## src/rtl/fifo_pwmr_win_pkg.sv

```systemverilog
// Shared sizing helpers and default geometry for the parallel-write, multi-reader windowed FIFO.
package fifo_pwmr_win_pkg;

  localparam int DEF_DATA_WIDTH = 8;
  localparam int DEF_ADDR_WIDTH = 5;
  localparam int DEF_WR_NUM     = 4;
  localparam int DEF_RD_NUM     = 2;
  localparam int DEF_WIN        = 4;

  // Ceiling log2; c_log_2(WIN+1) gives the bits needed to encode 0..WIN.
  function automatic int c_log_2(input int value);
    int r;
    r = 0;
    while ((1 << r) < value) r++;
    return r;
  endfunction

endpackage

```

## src/rtl/fifo_pwmr_win_rdport.sv

```systemverilog
// One reader of fifo_pwmr_win: read pointer, occupancy, pop acceptance and the WIN-word window mux.
// Optional sticky pop_err when FIFO_PWMR_ERR_EN is defined.
module fifo_pwmr_win_rdport
  import fifo_pwmr_win_pkg::*;
#(
  parameter int DATA_WIDTH = DEF_DATA_WIDTH,
  parameter int ADDR_WIDTH = DEF_ADDR_WIDTH,
  parameter int WIN        = DEF_WIN,
  parameter int CNT_W      = ADDR_WIDTH + 1,
  parameter int POP_W      = c_log_2(WIN + 1)
) (
  input  logic                                  clk,
  input  logic                                  rst_n,
  input  logic                                  Reset,
  input  logic [CNT_W-1:0]                      wr_ptr,
  input  logic [DATA_WIDTH*(1<<ADDR_WIDTH)-1:0] mem_rd,
  input  logic [POP_W-1:0]                      pop_num,
  output logic [DATA_WIDTH*WIN-1:0]             data_out,
  output logic [WIN-1:0]                        win_vld,
  output logic [CNT_W-1:0]                      count,
  output logic                                  empty
`ifdef FIFO_PWMR_ERR_EN
  ,
  output logic                                  pop_err
`endif
);

  logic [CNT_W-1:0]      rd_ptr_q, rd_ptr_d;
  logic                  pop_acc;
  logic [ADDR_WIDTH-1:0] win_addr;

  // Pop is judged against the occupancy seen before this cycle's push lands.
  always_comb begin
    count    = wr_ptr - rd_ptr_q;
    empty    = (count == '0);
    pop_acc  = (CNT_W'(pop_num) <= count);
    rd_ptr_d = rd_ptr_q;
    if (Reset) begin
      rd_ptr_d = '0;
    end else if (pop_acc) begin
      rd_ptr_d = rd_ptr_q + CNT_W'(pop_num);
    end
  end

  always_comb begin
    data_out = '0;
    win_vld  = '0;
    win_addr = '0;
    for (int w = 0; w < WIN; w++) begin
      win_addr = rd_ptr_q[ADDR_WIDTH-1:0] + ADDR_WIDTH'(w);
      data_out[DATA_WIDTH*w +: DATA_WIDTH] = mem_rd[DATA_WIDTH*win_addr +: DATA_WIDTH];
      win_vld[w] = (count > CNT_W'(w));
    end
  end

  always_ff @(posedge clk or negedge rst_n) begin
    if (!rst_n) begin
      rd_ptr_q <= '0;
    end else begin
      rd_ptr_q <= rd_ptr_d;
    end
  end

`ifdef FIFO_PWMR_ERR_EN
  logic pop_err_q, pop_err_d;

  always_comb begin
    pop_err_d = Reset ? 1'b0 : (pop_err_q | ~pop_acc);
  end

  always_ff @(posedge clk or negedge rst_n) begin
    if (!rst_n) begin
      pop_err_q <= 1'b0;
    end else begin
      pop_err_q <= pop_err_d;
    end
  end

  assign pop_err = pop_err_q;
`endif

endmodule

```

## src/rtl/fifo_pwmr_win.sv

```systemverilog
// Parallel-write (WR_NUM words), RD_NUM-reader FIFO; each reader sees a WIN-word combinational window.
// Define FIFO_PWMR_ERR_EN to add sticky pop_err/push_err flags.
module fifo_pwmr_win
  import fifo_pwmr_win_pkg::*;
#(
  parameter int DATA_WIDTH = DEF_DATA_WIDTH,
  parameter int ADDR_WIDTH = DEF_ADDR_WIDTH,
  parameter int WR_NUM     = DEF_WR_NUM,
  parameter int RD_NUM     = DEF_RD_NUM,
  parameter int WIN        = DEF_WIN,
  parameter int CNT_W      = ADDR_WIDTH + 1,
  parameter int POP_W      = c_log_2(WIN + 1)
) (
  input  logic                            clk,
  input  logic                            rst_n,
  input  logic                            Reset,
  input  logic                            push,
  output logic                            push_rdy,
  input  logic [DATA_WIDTH*WR_NUM-1:0]    data_in,
  input  logic [POP_W*RD_NUM-1:0]         pop_num,
  output logic [DATA_WIDTH*WIN*RD_NUM-1:0] data_out,
  output logic [WIN*RD_NUM-1:0]           win_vld,
  output logic [CNT_W*RD_NUM-1:0]         count,
  output logic [RD_NUM-1:0]               empty
`ifdef FIFO_PWMR_ERR_EN
  ,
  output logic [RD_NUM-1:0]               pop_err,
  output logic                            push_err
`endif
);

  localparam int               RAM_DEPTH = 1 << ADDR_WIDTH;
  localparam logic [CNT_W-1:0] DEPTH_C   = CNT_W'(RAM_DEPTH);
  localparam logic [CNT_W-1:0] WR_C      = CNT_W'(WR_NUM);

  logic [DATA_WIDTH-1:0]           mem_q [RAM_DEPTH];
  logic [DATA_WIDTH*RAM_DEPTH-1:0] mem_rd;
  logic [CNT_W-1:0]                wr_ptr_q, wr_ptr_d;
  logic [RD_NUM-1:0]               rd_room;
  logic                            push_acc;

  // The slowest reader gates the writer: every reader must have room for a full push.
  always_comb begin
    rd_room = '0;
    for (int i = 0; i < RD_NUM; i++) begin
      rd_room[i] = ((DEPTH_C - count[CNT_W*i +: CNT_W]) >= WR_C);
    end
    push_rdy = &rd_room;
    push_acc = push & push_rdy & ~Reset;
    wr_ptr_d = wr_ptr_q;
    if (Reset) begin
      wr_ptr_d = '0;
    end else if (push_acc) begin
      wr_ptr_d = wr_ptr_q + WR_C;
    end
  end

  always_ff @(posedge clk or negedge rst_n) begin
    if (!rst_n) begin
      wr_ptr_q <= '0;
    end else begin
      wr_ptr_q <= wr_ptr_d;
    end
  end

  // Storage is not reset; unread words are masked by win_vld.
  always_ff @(posedge clk) begin
    if (push_acc) begin
      for (int k = 0; k < WR_NUM; k++) begin
        mem_q[wr_ptr_q[ADDR_WIDTH-1:0] + ADDR_WIDTH'(k)] <= data_in[DATA_WIDTH*k +: DATA_WIDTH];
      end
    end
  end

  always_comb begin
    mem_rd = '0;
    for (int d = 0; d < RAM_DEPTH; d++) begin
      mem_rd[DATA_WIDTH*d +: DATA_WIDTH] = mem_q[d];
    end
  end

  for (genvar i = 0; i < RD_NUM; i++) begin : g_rd
    fifo_pwmr_win_rdport #(
      .DATA_WIDTH (DATA_WIDTH),
      .ADDR_WIDTH (ADDR_WIDTH),
      .WIN        (WIN),
      .CNT_W      (CNT_W),
      .POP_W      (POP_W)
    ) u_rdport (
      .clk      (clk),
      .rst_n    (rst_n),
      .Reset    (Reset),
      .wr_ptr   (wr_ptr_q),
      .mem_rd   (mem_rd),
      .pop_num  (pop_num[POP_W*i +: POP_W]),
      .data_out (data_out[DATA_WIDTH*WIN*i +: DATA_WIDTH*WIN]),
      .win_vld  (win_vld[WIN*i +: WIN]),
      .count    (count[CNT_W*i +: CNT_W]),
      .empty    (empty[i])
`ifdef FIFO_PWMR_ERR_EN
      ,
      .pop_err  (pop_err[i])
`endif
    );
  end

`ifdef FIFO_PWMR_ERR_EN
  logic push_err_q, push_err_d;

  always_comb begin
    push_err_d = Reset ? 1'b0 : (push_err_q | (push & ~push_rdy));
  end

  always_ff @(posedge clk or negedge rst_n) begin
    if (!rst_n) begin
      push_err_q <= 1'b0;
    end else begin
      push_err_q <= push_err_d;
    end
  end

  assign push_err = push_err_q;
`endif

endmodule

```

## config.mk

```make
export PLATFORM = sky130hd
export DESIGN_NAME = fifo_pwmr_win
export DESIGN_NICKNAME = d
export VERILOG_FILES = /design/src/rtl/fifo_pwmr_win_pkg.sv /design/src/rtl/fifo_pwmr_win_rdport.sv /design/src/rtl/fifo_pwmr_win.sv
export SDC_FILE = /design/constraint.sdc
export NUM_CORES = 1
export LEC_CHECK = 0
export ABC_CLOCK_PERIOD_IN_PS = 11500
export CAP_MARGIN = 25
export CORE_ASPECT_RATIO = 1.75
export CORE_MARGIN = 2
export CORE_UTILIZATION = 39
export CTS_BUF_LIST = sky130_fd_sc_hd__clkbuf_2
export DETAILED_ROUTE_END_ITERATION = 8
export PLACE_DENSITY = 0.6
export SYNTH_ARGS = -nofsm -noshare
export SYNTH_HDL_FRONTEND = slang
export SYNTH_HIERARCHICAL = 1
export SYNTH_SLANG_ARGS = --single-unit
```

## constraint.sdc

```tcl
create_clock -name clk -period 11.5 [get_ports clk]
set_input_delay 1.15 -clock clk [delete_from_list [all_inputs] [get_ports clk]]
set_output_delay 1.15 -clock clk [all_outputs]
set_load 0.005 [all_outputs]
```

==> key figures <==
Critical path
  • CP max FO: 41
  • Req. time, crit path: 10.35 ns
  • Crit start category: register
  • WP data arrival: 6.21 ns
  • Critical path endpoint category: output pin
  • Setup CP Type: reg2out

Clock tree
  • CTS tree: yes
  • Clock sink count: 272
  • Clock Pin Slew Worst Setup and Hold Paths: 0.12 ns
  • Bufs on Longest Clock Path: 3
  • Root buf cell: clkbuf_2
  • Worst skew pair latency: 1.10 ns
  • TritonCTS buffer count: 61
  • Hold_buf cts: 0
  • Setup Buffers After CTS: 0
  • Number of H-tree levels: 2
  • Post-CTS Resized: 0

Global route
  • Largest net degree at the start of global routing: 135
  • Initial antenna violation count: 10
  • Vias in the first global route: 21900
  • Total GRT Usage: 0.308
  • First-pass GRT wire length: 165000 µm
  • GR Overflow Total: 0

Floorplanning
  • Core Region: approximately 73000 µm²
  • Die X-Extent: 209 µm
  • Die Y: between 300 and 400 µm
  • IO Pins: about 130
  • Die ar.: 76000 µm²
  • Initial Util: 0.394
  • Row count: between 100 and 150

Status
  • Status: finished, final reports clean

STA
  • Setup violators final: 0
  • Slew Limit Headroom: 0.242
  • Setup Total Neg Slack: 0 ns
  • RSZ-0062 raised after global routing: no
  • Worst Tran Pin Value: 1.14 ns
  • Layout Skew: 0.0839 ns
  • Hold Vio Cnt, Final: 0
  • Fin crit period: 7.36 ns
  • Final Max Slew Viols: 0
  • Tcrit/Tclk final: 0.640
  • Fmax: 136 MHz

Logic synthesis
  • Post-synth EDFFs: 256
  • Mapped Cells: approximately 1900
  • YS warnings: 6
  • Asr flop ratio synth: 0.0588
  • Seq cells post-synth: 272
  • Yosys cell types: 66
  • Main synth FF type: edfxtp_1
  • Mean area per synthesized cell: 15.3 µm²
  • Post-Syn Area: 28800 µm²
  • Seq/Total Area, Yosys: 0.281

Drt
  • Drt first pass iters: 5
  • Via Count: 21800
  • DRT antenna net count: 0
  • Vias per Instance: 7.45
  • Final wirelength: 117000 µm
  • Starting DRT DRC Count: 2788
  • # DRC: 0
  • Wire per inst: 39.9 µm

Job
  • Max-cap violations: 0

Final layout
  • Share of cells above drive strength 1: 0.537
  • Layout Nets: 2024
  • Area Growth Syn to Fin: 10.0%
  • Finished Cell Area: 31600 µm²

Place
  • RePlAce Congestion: roughly 0.95
  • Area after DPL: 31000 µm²
  • Detailed placement HPWL: 79800 µm
  • Port Buffers: ~130

Power
  • Pwr Density: 316 nW/µm²
  • Total chip power: 9.99 mW
  • Leakage power: 10.4 nW
  • Maximum vdd ir drop: 0.000211 V

Worst hold path
  • Worst min-delay path category: in2async
worst max-delay path, cell delays in order, from the launching register on:
cell and delay, ns:
dfrtp_2 0.51, inv_2 0.52, buf_4 0.46, ha_2 0.65, buf_4 0.64, mux4_2 0.33
nand2_1 0.07, nand3_1 0.13, o21ai_0 0.11, a221oi_1 0.90, clkdlybuf4s50_1 0.68
per-stage QoR:
step	hold WS, ns	setup WS [ns]	utilization	std cells
global route	0.553	3.89	0.434	2923
floorplan	0.556	6.67	-	1891
CTS	0.455	4.00	0.432	2917
finish	0.516	4.14	0.434	2926
detailed placement	0.652	5.24	0.424	2811
global placement	0.638	5.22	0.423	2805
placed cells by master, fill, tap and decap left out, types with 11 or more instances in the layout:
master / count
mux2_1: 18
a31o_2: 23
o21ai_0: 14
a21oi_1: 44
ha_1: 27
nand2b_1: 12
mux2_2: 213
nand2_1: 116
mux4_2: 557
buf_4: 63
dfrtp_1: 11
inv_1: 43
mux2i_1: 25
clkdlybuf4s50_1: 128
nand3_1: 20
edfxtp_1: 256
clkbuf_2: 84
nor2_1: 72
mux2_4: 52
a21o_1: 17
Yosys cell counts (all sizes together) (3+ instances only):
cell,instances,area [µm²]
xor2,12,105
a21boi,4,30.0
nand2,116,435
a21oi,44,220
nor4,12,120
a31o,24,210
nand4b,3,26.3
a211oi,10,75.1
a221oi,4,35.0
nand3,20,100
dfrtp,16,400
mux2i,27,295
o21ai,22,110
o22ai,3,18.8
edfxtp,256,7690
nand4,6,37.5
o21a,4,30.0
a21o,17,128
nor3,7,46.3
clkbuf,70,263
nand2b,12,75.1
mux2,283,3380
xnor2,17,149
ha,31,388
nor2b,7,43.8
nand3b,4,30.0
buf,140,935
or4,5,37.5
fa,4,80.1
inv,45,169
mux4,558,12600
nor2,74,288
cell families after synthesis:
kind of cell / synth area share
mux: 0.565
compound gates: 0.0351
other cells: 0.000130
flops: 0.281
fa+ha+maj: 0.0163
simple gates: 0.0463
buf+inv: 0.0475
xor+xnor: 0.00883
area by class of cell:
class / instances / area (µm²)
fill: 6524 / 41300
clock inverter: 22 / 148
antenna: 5 / 12.5
multi-input combinational: 1364 / 19600
clock buffer: 84 / 420
tap: 931 / 1160
sequential: 272 / 8100
timing repair buffer: 203 / 2020
inverter: 45 / 169
where the power goes:
group | switching, mW | leakage, nW | internal [mW] | total, mW
sequential | 0.266 | 2.52 | 1.19 | 1.46
clock | 0.430 | 0.432 | 0.245 | 0.676
combinational | 3.93 | 7.48 | 3.93 | 7.86
routing by layer:
layer | vias up | share of wire | GRT usage | wire [µm]
li1 | 8215 | - | - | -
met1 | 11300 | 0.31 | 0.348 | 36500
met2 | 1819 | 0.48 | 0.502 | 56300
met3 | 444 | 0.10 | 0.0634 | 12200
met4 | 10 | 0.10 | 0.259 | 11900
met5 | - | 0.00056 | 0 | 65
worst paths after layout:
check,slack [ns],endpoint,startpoint,cells past startpoint
hold reg to reg,0.67,wr_ptr_q[5]$_DFFE_PN0P_,wr_ptr_q[5]$_DFFE_PN0P_,2
max in group asynchronous,10.37,g_rd[0].u_rdport/rd_ptr_q[2]$_DFFE_PN0P_,rst_n,1
min in group clk,0.67,wr_ptr_q[5]$_DFFE_PN0P_,wr_ptr_q[5]$_DFFE_PN0P_,2
setup reg to reg,5.71,mem_q[7][7]$_DFFE_PP_,g_rd[1].u_rdport/rd_ptr_q[1]$_DFFE_PN0P_,13
hold / removal,0.52,g_rd[1].u_rdport/rd_ptr_q[2]$_DFFE_PN0P_,rst_n,1
setup / recovery,4.14,data_out[23],g_rd[0].u_rdport/rd_ptr_q[1]$_DFFE_PN0P_,10
registers in the layout, indices dropped and copies added (netlist names):
signal / cells
g_rd.u_rdport/rd_ptr_q: 12
wr_ptr_q: 4
mem_q: 256
Power figures use the tool's default switching activity.
